$ cat src/rtl/stopwatch_ctrl.sv
// Stopwatch controller: run/pause/clear/lap FSM, internal tick prescaler,
// MM:SS.t BCD time counter with wrap, lap snapshot and registered display digits.
module stopwatch_ctrl #(
  parameter int CLK_HZ  = 100_000_000,
  parameter int TICK_HZ = 10
) (
  input  logic       clk_100MHz,
  input  logic       rst_n,
  input  logic       start_stop,
  input  logic       lap,
  input  logic       clear,
  output logic       tick,
  output logic       running,
  output logic       lap_hold,
  output logic       wrap,
  output logic [3:0] d_tenths,
  output logic [3:0] d_sec_lo,
  output logic [3:0] d_sec_hi,
  output logic [3:0] d_min_lo,
  output logic [3:0] d_min_hi
);

  localparam int DIV = CLK_HZ / TICK_HZ;
  localparam int PW  = (DIV > 1) ? $clog2(DIV) : 1;
  localparam logic [PW-1:0] PMAX = PW'(DIV - 1);

  typedef enum logic [1:0] {S_IDLE, S_RUN, S_PAUSE} state_t;

  state_t        state, state_nxt;
  logic [PW-1:0] pcnt;
  logic [3:0]    t_ten, t_slo, t_shi, t_mlo, t_mhi;
  logic [19:0]   live, snap;
  logic          clr_go, ss_go, lap_go, tick_now, at_max;

  assign live = {t_mhi, t_mlo, t_shi, t_slo, t_ten};

  // Pulse arbitration: only the highest-priority pulse legal in this state acts.
  assign clr_go   = clear & (state != S_RUN);
  assign ss_go    = start_stop & ~clr_go;
  assign lap_go   = lap & ~clr_go & ~ss_go & (state != S_IDLE);
  assign tick_now = (state == S_RUN) && (pcnt == PMAX);
  assign at_max   = (t_ten == 4'd9) && (t_slo == 4'd9) && (t_shi == 4'd5) &&
                    (t_mlo == 4'd9) && (t_mhi == 4'd5);

  // Next-state decode for the run/pause/idle FSM.
  always_comb begin
    state_nxt = state;
    if (clr_go)     state_nxt = S_IDLE;
    else if (ss_go) state_nxt = (state == S_RUN) ? S_PAUSE : S_RUN;
  end

  // FSM state, running flag and lap freeze; running mirrors the state register.
  always_ff @(posedge clk_100MHz or negedge rst_n) begin
    if (!rst_n) begin
      state    <= S_IDLE;
      running  <= 1'b0;
      lap_hold <= 1'b0;
      snap     <= '0;
    end else begin
      state   <= state_nxt;
      running <= (state_nxt == S_RUN);
      if (clr_go) begin
        lap_hold <= 1'b0;
        snap     <= '0;
      end else if (lap_go) begin
        lap_hold <= ~lap_hold;
        if (!lap_hold) snap <= live;
      end
    end
  end

  // Prescaler and BCD time cascade; prescaler holds in PAUSE to keep the partial interval.
  always_ff @(posedge clk_100MHz or negedge rst_n) begin
    if (!rst_n) begin
      pcnt  <= '0;
      t_ten <= '0; t_slo <= '0; t_shi <= '0; t_mlo <= '0; t_mhi <= '0;
    end else if (clr_go) begin
      pcnt  <= '0;
      t_ten <= '0; t_slo <= '0; t_shi <= '0; t_mlo <= '0; t_mhi <= '0;
    end else if (state == S_IDLE) begin
      pcnt <= '0;
    end else if (state == S_RUN) begin
      if (!tick_now) begin
        pcnt <= pcnt + PW'(1);
      end else begin
        pcnt <= '0;
        if (t_ten != 4'd9) t_ten <= t_ten + 4'd1;
        else begin
          t_ten <= '0;
          if (t_slo != 4'd9) t_slo <= t_slo + 4'd1;
          else begin
            t_slo <= '0;
            if (t_shi != 4'd5) t_shi <= t_shi + 4'd1;
            else begin
              t_shi <= '0;
              if (t_mlo != 4'd9) t_mlo <= t_mlo + 4'd1;
              else begin
                t_mlo <= '0;
                if (t_mhi != 4'd5) t_mhi <= t_mhi + 4'd1;
                else               t_mhi <= '0;
              end
            end
          end
        end
      end
    end
  end

  // Registered strobes and display digits (display lags the live time by one cycle).
  always_ff @(posedge clk_100MHz or negedge rst_n) begin
    if (!rst_n) begin
      tick <= 1'b0;
      wrap <= 1'b0;
      {d_min_hi, d_min_lo, d_sec_hi, d_sec_lo, d_tenths} <= '0;
    end else begin
      tick <= tick_now;
      wrap <= tick_now & at_max;
      {d_min_hi, d_min_lo, d_sec_hi, d_sec_lo, d_tenths} <= lap_hold ? snap : live;
    end
  end

endmodule
$ cat config.mk
export PLATFORM = sky130hd
export DESIGN_NAME = stopwatch_ctrl
export DESIGN_NICKNAME = d
export VERILOG_FILES = /design/src/rtl/stopwatch_ctrl.sv
export SDC_FILE = /design/constraint.sdc
export NUM_CORES = 1
export LEC_CHECK = 0
export BUFFER_PORTS_ARGS = -buffer_cell sky130_fd_sc_hd__buf_2
export CAP_MARGIN = 5
export CORE_MARGIN = 2
export CORE_UTILIZATION = 30
export CTS_CLUSTER_DIAMETER = 150
export DETAILED_ROUTE_END_ITERATION = 6
export MAX_ROUTING_LAYER = met4
export PLACE_DENSITY_LB_ADDON = 0.2
export SETUP_SLACK_MARGIN = 0.4
export SLEW_MARGIN = 40
export SYNTH_ARGS = -nofsm -noshare
export SYNTH_HDL_FRONTEND = slang
export SYNTH_SLANG_ARGS = --single-unit
$ cat constraint.sdc
create_clock -name clk_100MHz -period 2.44 [get_ports clk_100MHz]
set_input_delay 0.366 -clock clk_100MHz [delete_from_list [all_inputs] [get_ports clk_100MHz]]
set_output_delay 0.366 -clock clk_100MHz [all_outputs]
set_load 0.05 [all_outputs]
==> results of run 1 <==
-- kinds of logic (layout without fill, tap and decap cells) --
kind of cell | count (synthesis) | count (layout)
flip-flops | 90 | 90
adder cells (fa/ha/maj) | 11 | 11
AO/OA/AOI/OAI | 79 | 80
multiplexers | 20 | 20
buffers and inverters | 32 | 87
XOR/XNOR | 14 | 14
AND/OR/NAND/NOR | 159 | 160
-- synth_stat cells, drive strengths merged, types with 3 or more instances --
cell type / count
buf: 6
nand4: 11
nor2: 34
nand2b: 3
mux2: 15
nand2: 35
mux2i: 5
o31ai: 3
and4b: 3
xor2: 6
or3: 3
nand3b: 3
a21oi: 18
and3b: 5
or4: 7
ha: 11
nor4: 5
nor2b: 5
nand3: 17
clkbuf: 16
nor3: 12
inv: 10
o211ai: 3
and2: 6
o21ai: 19
or2: 3
dfrtp: 90
xnor2: 8
and4: 3
a32o: 20
-- placed cells by master, fill, tap and decap left out, drive strengths merged, types with 6 or more instances in the layout --
master | netlist | routed
nor2 | 34 | 34
or4 | 7 | 8
and2 | 6 | 6
dfrtp | 90 | 90
nand2 | 35 | 35
clkbuf | 16 | 11
inv | 10 | 12
o21ai | 19 | 19
nor3 | 12 | 12
xor2 | 6 | 6
xnor2 | 8 | 8
nand3 | 17 | 17
nand4 | 11 | 11
buf | 6 | 60
mux2 | 15 | 15
ha | 11 | 11
a21oi | 18 | 18
a32o | 20 | 20
-- final timing paths --
kind                       cells after the start  slack, ps       start     endpoint
min reg2reg                                    1        490    snap[16]     snap[16]
min                                            2        360  start_stop     state[0]
min in group asynchronous                      2        530       rst_n  d_sec_lo[3]
max                                            6        310     pcnt[1]     t_mlo[1]
max in group asynchronous                      3       1230       rst_n     pcnt[17]
max reg2reg                                    6        310     pcnt[1]     t_mlo[1]
-- final cells by class --
class	instances	area (µm²)
fillers	1389	8648
clock buffers	11	242.7
flip-flops and latches	90	2257
multi-input cells	285	2031
inverters	10	37.54
clock inverters	5	61.31
repair buffers	61	431.7
well taps	180	225.2
-- power groups by stage --
stage	clock, mW	combinational, mW	sequential (mW)
detailed placement	0	0.318	1.58
global route	1.52	0.407	1.56
finish	1.41	0.371	1.55
floorplan	0	0.174	1.58
global placement	0	0.314	1.58
CTS	1.46	0.352	1.55
-- critical path, cell delays in order, from the launching register on --
cell and delay, ps:
dfrtp_1 370, ha_2 190, and4_4 240, nand2_4 60, or4_4 570, or4_4 500, a21oi_2 120
-- metrics by stage --
stage	worst slack, ps	hold WS, ps	instances	power [mW]
final	313.9	361.9	642	3.330
after global routing	255.3	369.0	642	3.479
after CTS	322.7	333.9	634	3.366
after detailed placement	182.7	372.8	605	1.900
after floorplan	432.3	70.41	405	1.755
after global placement	246.4	373.8	605	1.894
-- per-layer routing --
metal,vias to the layer above,wire length (µm),global-route usage [%]
met3,12,397,4.762
li1,1582,-,-
met4,0,101,3.764
met2,56,5191,23.83
met1,1662,4689,18.56
met5,-,0,-
-- what timing repair did --
action	in CTS	in global routing
setup buffers	10	7
gates resized for setup	19	16
gates cloned	2	1
endpoints found under the hold margin	6	0
setup endpoints to repair	26	35
pin swaps	10	8
hold buffers	1	0
==> reports/qor.yml, run 1 <==
yosys:
  ys_warn_count: 0
  async_flop_share_pct: 100.0
  synth_edf_count: 0
  syn_area_um2: 4295
  synthCells: 405
  ys_ff_latch: 90
  synth_top_family_by_area: "simple AND/OR/NAND/NOR gates"
  synth_xor_area_share_pct: 2.855
  synth-compound-area-share_pct: 13.08
  synth_cell_type_count: 51
  yosysTopAreaCellShare_pct: 52.43
  dominantRegCellSynth: "dfrtp_1"
  synth_fp_nets: 421
  ys_seq_area_share_pct: 52.43
  synth_top_area_cell: "dfrtp_1"
  synth-simple-area-share_pct: 20.39
  synthAdderAreaFrac_pct: 3.204
  synth_area_per_cell_um2: 10.61
  synthMuxAreaShare_pct: 5.098
  yosys-top-cells-area: "dfrtp_1 (52%), a32o_1 (4.7%), mux2_2 (3.9%)"
placed_design:
  place_hpwl_um: 6495
  io_buffer_count: 28
  place_congestion: 0.8319
  place_area_um2: 4695
critical_path:
  cp_data_required_time_ps: 2710
  cp-start-kind: "register"
  path_class: "register to register"
  endpoint_kind: "register"
  worstPathMaxFanout: 5
  critPathArrivalTime_ps: 2400
global_route:
  grt_pass1_vias: 3331
  antenna_found_initial: 0
  grt.total_usage_pct: 14.98
  grt_max_degree: 54
  grt_first_pass_wirelength_um: 17170
  grt_overflow: 0
clock_network:
  clock_tree.root_cell: "clkbuf_16"
  clock_latency_ps: 340
  cts_made_buffers: 9
  clk_pin_slew_ps: 70
  numClockSinks: 90
  cts_tree: "yes"
  clockBufferDepth: 2
  cts_htree_levels: 3
finish:
  final_layout_size_suffix_gt1_share_pct: 26.84
  regMostFlops: "pcnt"
  syn_to_final_growth_pct: 23.07
  fin_nets: 473
  largest_register_ffs: 24
  fin_util_pct: 37.94
  design_area_um2: 5286
  antenna_cells: 0
  reg_top3: "pcnt (24), snap (20)"
routing:
  routedWlPerCell_um: 16.17
  wl_um: 10380
  vias: 3312
  dr.pass1.iters: 4
  viasPerCell: 5.159
  ant_nets: 0
  drc: 0
  drtIter0Drc: 168
sta:
  rsz0062_at_grt: "true"
  setup_tns_ps: 0
  max_freq_mhz: 470.4
  max-slew-margin-rel_pct: 51.87
  skew_ps: 8.175
  maxSlewViolCount: 0
  timing_worst_slew_pin_value_ps: 722.0
  fin_crit_ps: 2126
  finalSetupViolCount: 0
  post-route-period-util_pct: 87.13
  final-hold-violation-count: 0
pwr:
  leakage_nw: 2.386
  intPower_mw: 2.475
  switching_share_pct: 25.67
  share_comb_of_total_power_pct: 11.1
  vdd_drop_max_mv: 0.2808
  p_per_area_nw_per_um2: 629.9
  clock_power_share_pct: 42.2
  seq_power_share_pct: 46.6
  power.switching_mw: 0.8547
floorplan:
  dieArea_um2: 15290
  coreArea_um2: 13930
  io_pins: 29
  die_h_um: 123.7
  num_rows: 43
  start_util_pct: 30.83
  die_w_um: 123.7
hold_path:
  holdCritPathClass: "input pin to register"
run:
  maxCapViolCount: 0
outcome:
  outcome: "finished clean"
Note: power is estimated with default switching activity, not from simulation.
==> run 2: changes to the inputs <==
- CORE_UTILIZATION: 30 -> 60
- RECOVER_POWER: default -> 100
==> reports/qor.yml, run 2 (synthesized netlist as in run 1, its figures left out) <==
global_route:
  grt.total_usage_pct: 27.26
  grt_max_degree: 46
  grt_first_pass_wirelength_um: 16080
  grt_pass1_vias: 3393
  grt_overflow: 0
  antenna_found_initial: 0
clock_network:
  cts_htree_levels: 3
  hold_buffers: 0
  cts_made_buffers: 9
  numClockSinks: 90
  clockBufferDepth: 2
  clock_latency_ps: 360
  clock_tree.root_cell: "clkbuf_8"
  clk_pin_slew_ps: 90
  cts_tree: "yes"
placed_design:
  place_area_um2: 4562
  io_buffer_count: 28
  place_congestion: 0.9188
  place_hpwl_um: 6101
  post-place-cells: 519
sta:
  timing_worst_slew_pin_value_ps: 1123
  setup_tns_ps: 0
  holdWs_ps: 312.0
  finalSetupViolCount: 0
  final-hold-violation-count: 0
  max-slew-margin-rel_pct: 25.11
  max_freq_mhz: 451.5
  fin_crit_ps: 2215
  rsz0062_at_grt: "true"
  maxSlewViolCount: 0
  post-route-period-util_pct: 90.76
  skew_ps: 11.59
pwr:
  power_mw: 2.900
  leakage_nw: 2.213
  vdd_drop_max_mv: 0.4692
  p_per_area_nw_per_um2: 583.8
finish:
  final_layout_size_suffix_gt1_share_pct: 16.67
  largest_register_ffs: 24
  final_cell_mix: "dfrtp_1 (88), nor2_1 (34), clkbuf_1 (34), nand2_1 (33)"
  layout_commonest_cell: "dfrtp_1"
  regMostFlops: "pcnt"
  antenna_cells: 0
  design_area_um2: 4967
  reg_top3: "pcnt (24), snap (20)"
  syn_to_final_growth_pct: 15.64
  fin_nets: 474
  fin_cells: 558
routing:
  viasPerCell: 6.176
  wl_um: 9964
  drtIter0Drc: 237
  vias: 3446
  routedWlPerCell_um: 17.86
  dr.pass1.iters: 4
  ant_nets: 0
  drc: 0
run:
  maxCapViolCount: 0
critical_path:
  path_buf_inv: 1
  r2r-end: "t_ten[1]"
  reg2reg_slack_ps: 230
  r2r_start: "pcnt[0]"
  worstPathCellList: "ha_2 -> and4_4 -> nand2_4 -> or4_4 -> clkbuf_1 -> or3_1 -> a21oi_1"
  critical-path-top-delay-family: "simple AND/OR/NAND/NOR gates"
  cp-start-kind: "register"
  path_class: "register to register"
  critPathArrivalTime_ps: 2490
  cp_slowest_stage_delay_ps: 570
  endpoint_kind: "register"
  cp_data_required_time_ps: 2710
  slowest_stage: "or4_4"
  worstPathMaxFanout: 7
  reg2regPathDepth: 7
floorplan:
  io_pins: 29
  coreArea_um2: 6869
  die_w_um: 88.61
  num_rows: 30
  dieArea_um2: 7852
  start_util_pct: 62.53
  die_h_um: 88.61
hold_path:
  holdCritPathClass: "input pin to register"
  whs_endpoint: "state[0]"
  hold_depth: 2
  min-delay-start: "start_stop"
outcome:
  outcome: "finished clean"
-- run 2: changes by cell type in the layout (fill, tap and decap cells not counted), sizes merged --
cell	change
buf	-34
dlygate4sd3	-1
clkinvlp	+1
o31a	-1
or4	-1
clkbuf	+36
-- run 2: per-stage QoR --
step / util, % / worst slack, ps
final: 72.31 / 225.4
after global routing: 72.31 / 118.1
after global placement: 66.41 / 217.5
after detailed placement: 66.41 / 159.4
after floorplan: - / 432.3
after CTS: 71.91 / 359.1
-- run 2: power by group --
group | leakage (nW) | total, mW | internal [mW] | switching, mW
clock network | 0.0959 | 1.02 | 0.472 | 0.546
logic | 0.868 | 0.350 | 0.101 | 0.248
registers | 1.25 | 1.53 | 1.51 | 0.0217
total | 2.21 | 2.90 | 2.08 | 0.816
-- run 2: area by class of cell --
| type | count | area (µm²) |
|---|---|---|
| clock inverter | 6 | 65.06 |
| inverter | 10 | 37.54 |
| fill | 513 | 1902 |
| clock buffer | 9 | 123.9 |
| tap | 96 | 120.1 |
| multi-input combinational | 283 | 2017 |
| sequential | 90 | 2255 |
| timing repair buffer | 64 | 349.1 |
-- run 2: worst max-delay path by stage --
| stage | startpoint | endpoint | slack (ps) | cells after the start |
|---|---|---|---|---|
| 2_1_floorplan | pcnt[18] | t_mlo[0] | 430 | 5 |
| 3_3_place_gp | pcnt[0] | t_mhi[0] | 220 | 6 |
| 3_5_place_dp | pcnt[0] | t_mhi[0] | 160 | 6 |
| 4_1_cts | pcnt[0] | t_mlo[1] | 360 | 6 |
| 5_1_grt | pcnt[11] | t_mlo[3] | 120 | 7 |
| 6_report | pcnt[0] | t_ten[1] | 230 | 7 |
-- run 2: per-layer routing --
metal,GRT usage (%),up-vias,wire length [µm]
li1,-,1585,-
met3,4.944,22,390
met1,33.50,1742,4166
met5,-,-,0
met4,8.127,0,200
met2,46.14,97,5207
-- run 2: timing repair --
item,in CTS,in global routing
endpoints found under the setup margin,34,42
hold endpoints to repair,0,0
gates resized for setup,12,31
cloned,0,2
pin swaps,9,16
buffers inserted,21,1
==> run 3: changes to the inputs <==
- BUFFER_PORTS_ARGS: -buffer_cell sky130_fd_sc_hd__buf_2 -> default
- CORE_UTILIZATION: 60 -> 63
- DONT_BUFFER_PORTS: default -> 1
==> reports/qor.yml, run 3 (synthesized netlist as in run 1, its figures left out) <==
finish:
  reg_top3: "pcnt (24), snap (20)"
  antenna_cells: 0
  layout_commonest_cell: "dfrtp_1"
  fin_cells: 515
  syn_to_final_growth_pct: 12.50
  final_layout_size_suffix_gt1_share_pct: 15.40
  fin_util_pct: 72.32
  design_area_um2: 4832
  fin_nets: 446
  regMostFlops: "pcnt"
  final_cell_mix: "dfrtp_1 (89), nand2_1 (34), nor2_1 (34), a32o_1 (20), buf_4 (20)"
  largest_register_ffs: 24
critical_path:
  endpoint_kind: "register"
  worstPathMaxFanout: 5
  slowest_stage: "or4_1"
  reg2regPathDepth: 5
  cp_slowest_stage_delay_ps: 530
  critical-path-top-delay-family: "simple AND/OR/NAND/NOR gates"
  cpMostUsedCell: "or4_1"
  path_buf_inv: 0
  path_class: "register to register"
  reg2reg_slack_ps: 230
  critPathArrivalTime_ps: 2500
  cp_data_required_time_ps: 2730
  r2r-end: "t_mlo[0]"
  r2r_start: "pcnt[22]"
  cp-start-kind: "register"
  worstPathCellList: "nor4_4 -> nand3_1 -> or4_1 -> or4_1 -> a21oi_1"
routing:
  viasPerCell: 6.392
  drtIter0Drc: 210
  ant_nets: 0
  dr.pass1.iters: 5
  drc: 0
  wl_um: 9474
  vias: 3292
  routedWlPerCell_um: 18.40
sta:
  fin_crit_ps: 2212
  rsz0062_at_grt: "true"
  timing_worst_slew_pin_value_ps: 1056
  skew_ps: 11.14
  maxSlewViolCount: 0
  max_freq_mhz: 452.0
  max-slew-margin-rel_pct: 29.63
  final-hold-violation-count: 90
  holdWs_ps: -321.0
  setup_tns_ps: 0
  finalSetupViolCount: 0
  post-route-period-util_pct: 90.67
  fin_ws_ps: 227.7
global_route:
  grt_first_pass_wirelength_um: 15140
  grt_overflow: 0
  grt_pass1_vias: 3152
  antenna_found_initial: 0
  grt.total_usage_pct: 27.01
  grt_max_degree: 91
floorplan:
  die_w_um: 86.57
  dieArea_um2: 7494
  coreArea_um2: 6681
  start_util_pct: 64.29
  num_rows: 30
  die_h_um: 86.57
  io_pins: 29
clock_network:
  clock_latency_ps: 370
  clk_pin_slew_ps: 90
  cts_tree: "yes"
  numClockSinks: 90
  cts_htree_levels: 3
  clockBufferDepth: 2
  cts_made_buffers: 9
  clock_tree.root_cell: "clkbuf_8"
pwr:
  vdd_drop_max_mv: 0.3953
  p_per_area_nw_per_um2: 615.5
  power_mw: 2.974
  leakage_nw: 2.150
placed_design:
  preCtsSetupSlack_ps: 143.4
  post-place-cells: 477
  place_congestion: 0.8789
  io_buffer_count: 0
  place_area_um2: 4414
  place_hpwl_um: 5749
outcome:
  violations: "hold timing"
  outcome: "finished, violations left"
hold_path:
  holdCritPathClass: "input pin to async pin"
run:
  maxCapViolCount: 0
[run 3: where the power goes]
group	total (mW)	internal (mW)	switching, mW
clock network	1.15	0.613	0.540
registers	1.56	1.51	0.0471
logic	0.264	0.0882	0.176
total	2.97	2.21	0.763
[run 3: per-layer routing]
metal	routed length (µm)	GRT usage [%]	vias to the layer above
li1	-	-	1533
met1	3974	33.99	1642
met2	4975	43.85	102
met3	353	3.714	15
met4	170	11.93	0
met5	0	-	-
[run 3: repair_timing]
item | CTS | global route
endpoints found under the setup margin | 29 | 29
hold endpoints to repair | 90 | 90
buffers inserted | 9 | 11
gates cloned | 1 | 1
resized for setup | 8 | 19
pin swaps | 10 | 3
[run 3: worst reg2reg max path, delay by kind of cell, from the launching register on]
family / cells / cell delay (ps)
AND/OR/NAND/NOR: 4 / 1530
AO/OA/AOI/OAI: 1 / 150
flip-flops: 1 / 460
[run 3: cell type report]
| type | count | area (µm²) |
|---|---|---|
| Multi-Input combinational cell | 284 | 1976 |
| Tap cell | 80 | 100.1 |
| Inverter | 10 | 37.54 |
| Clock buffer | 11 | 141.4 |
| Timing Repair Buffer | 35 | 239.0 |
| Clock inverter | 5 | 85.08 |
| Fill cell | 490 | 1849 |
| Sequential cell | 90 | 2253 |
[run 3: worst max path at each step]
stage,to,start,cells after the start,slack [ps]
2_1_floorplan,t_mlo[0],pcnt[18],5,430
3_3_place_gp,t_mlo[0],pcnt[0],6,260
3_5_place_dp,t_mlo[0],pcnt[0],6,140
4_1_cts,t_mlo[0],pcnt[22],5,320
5_1_grt,t_mlo[3],pcnt[22],7,140
6_report,t_mlo[0],pcnt[22],5,230
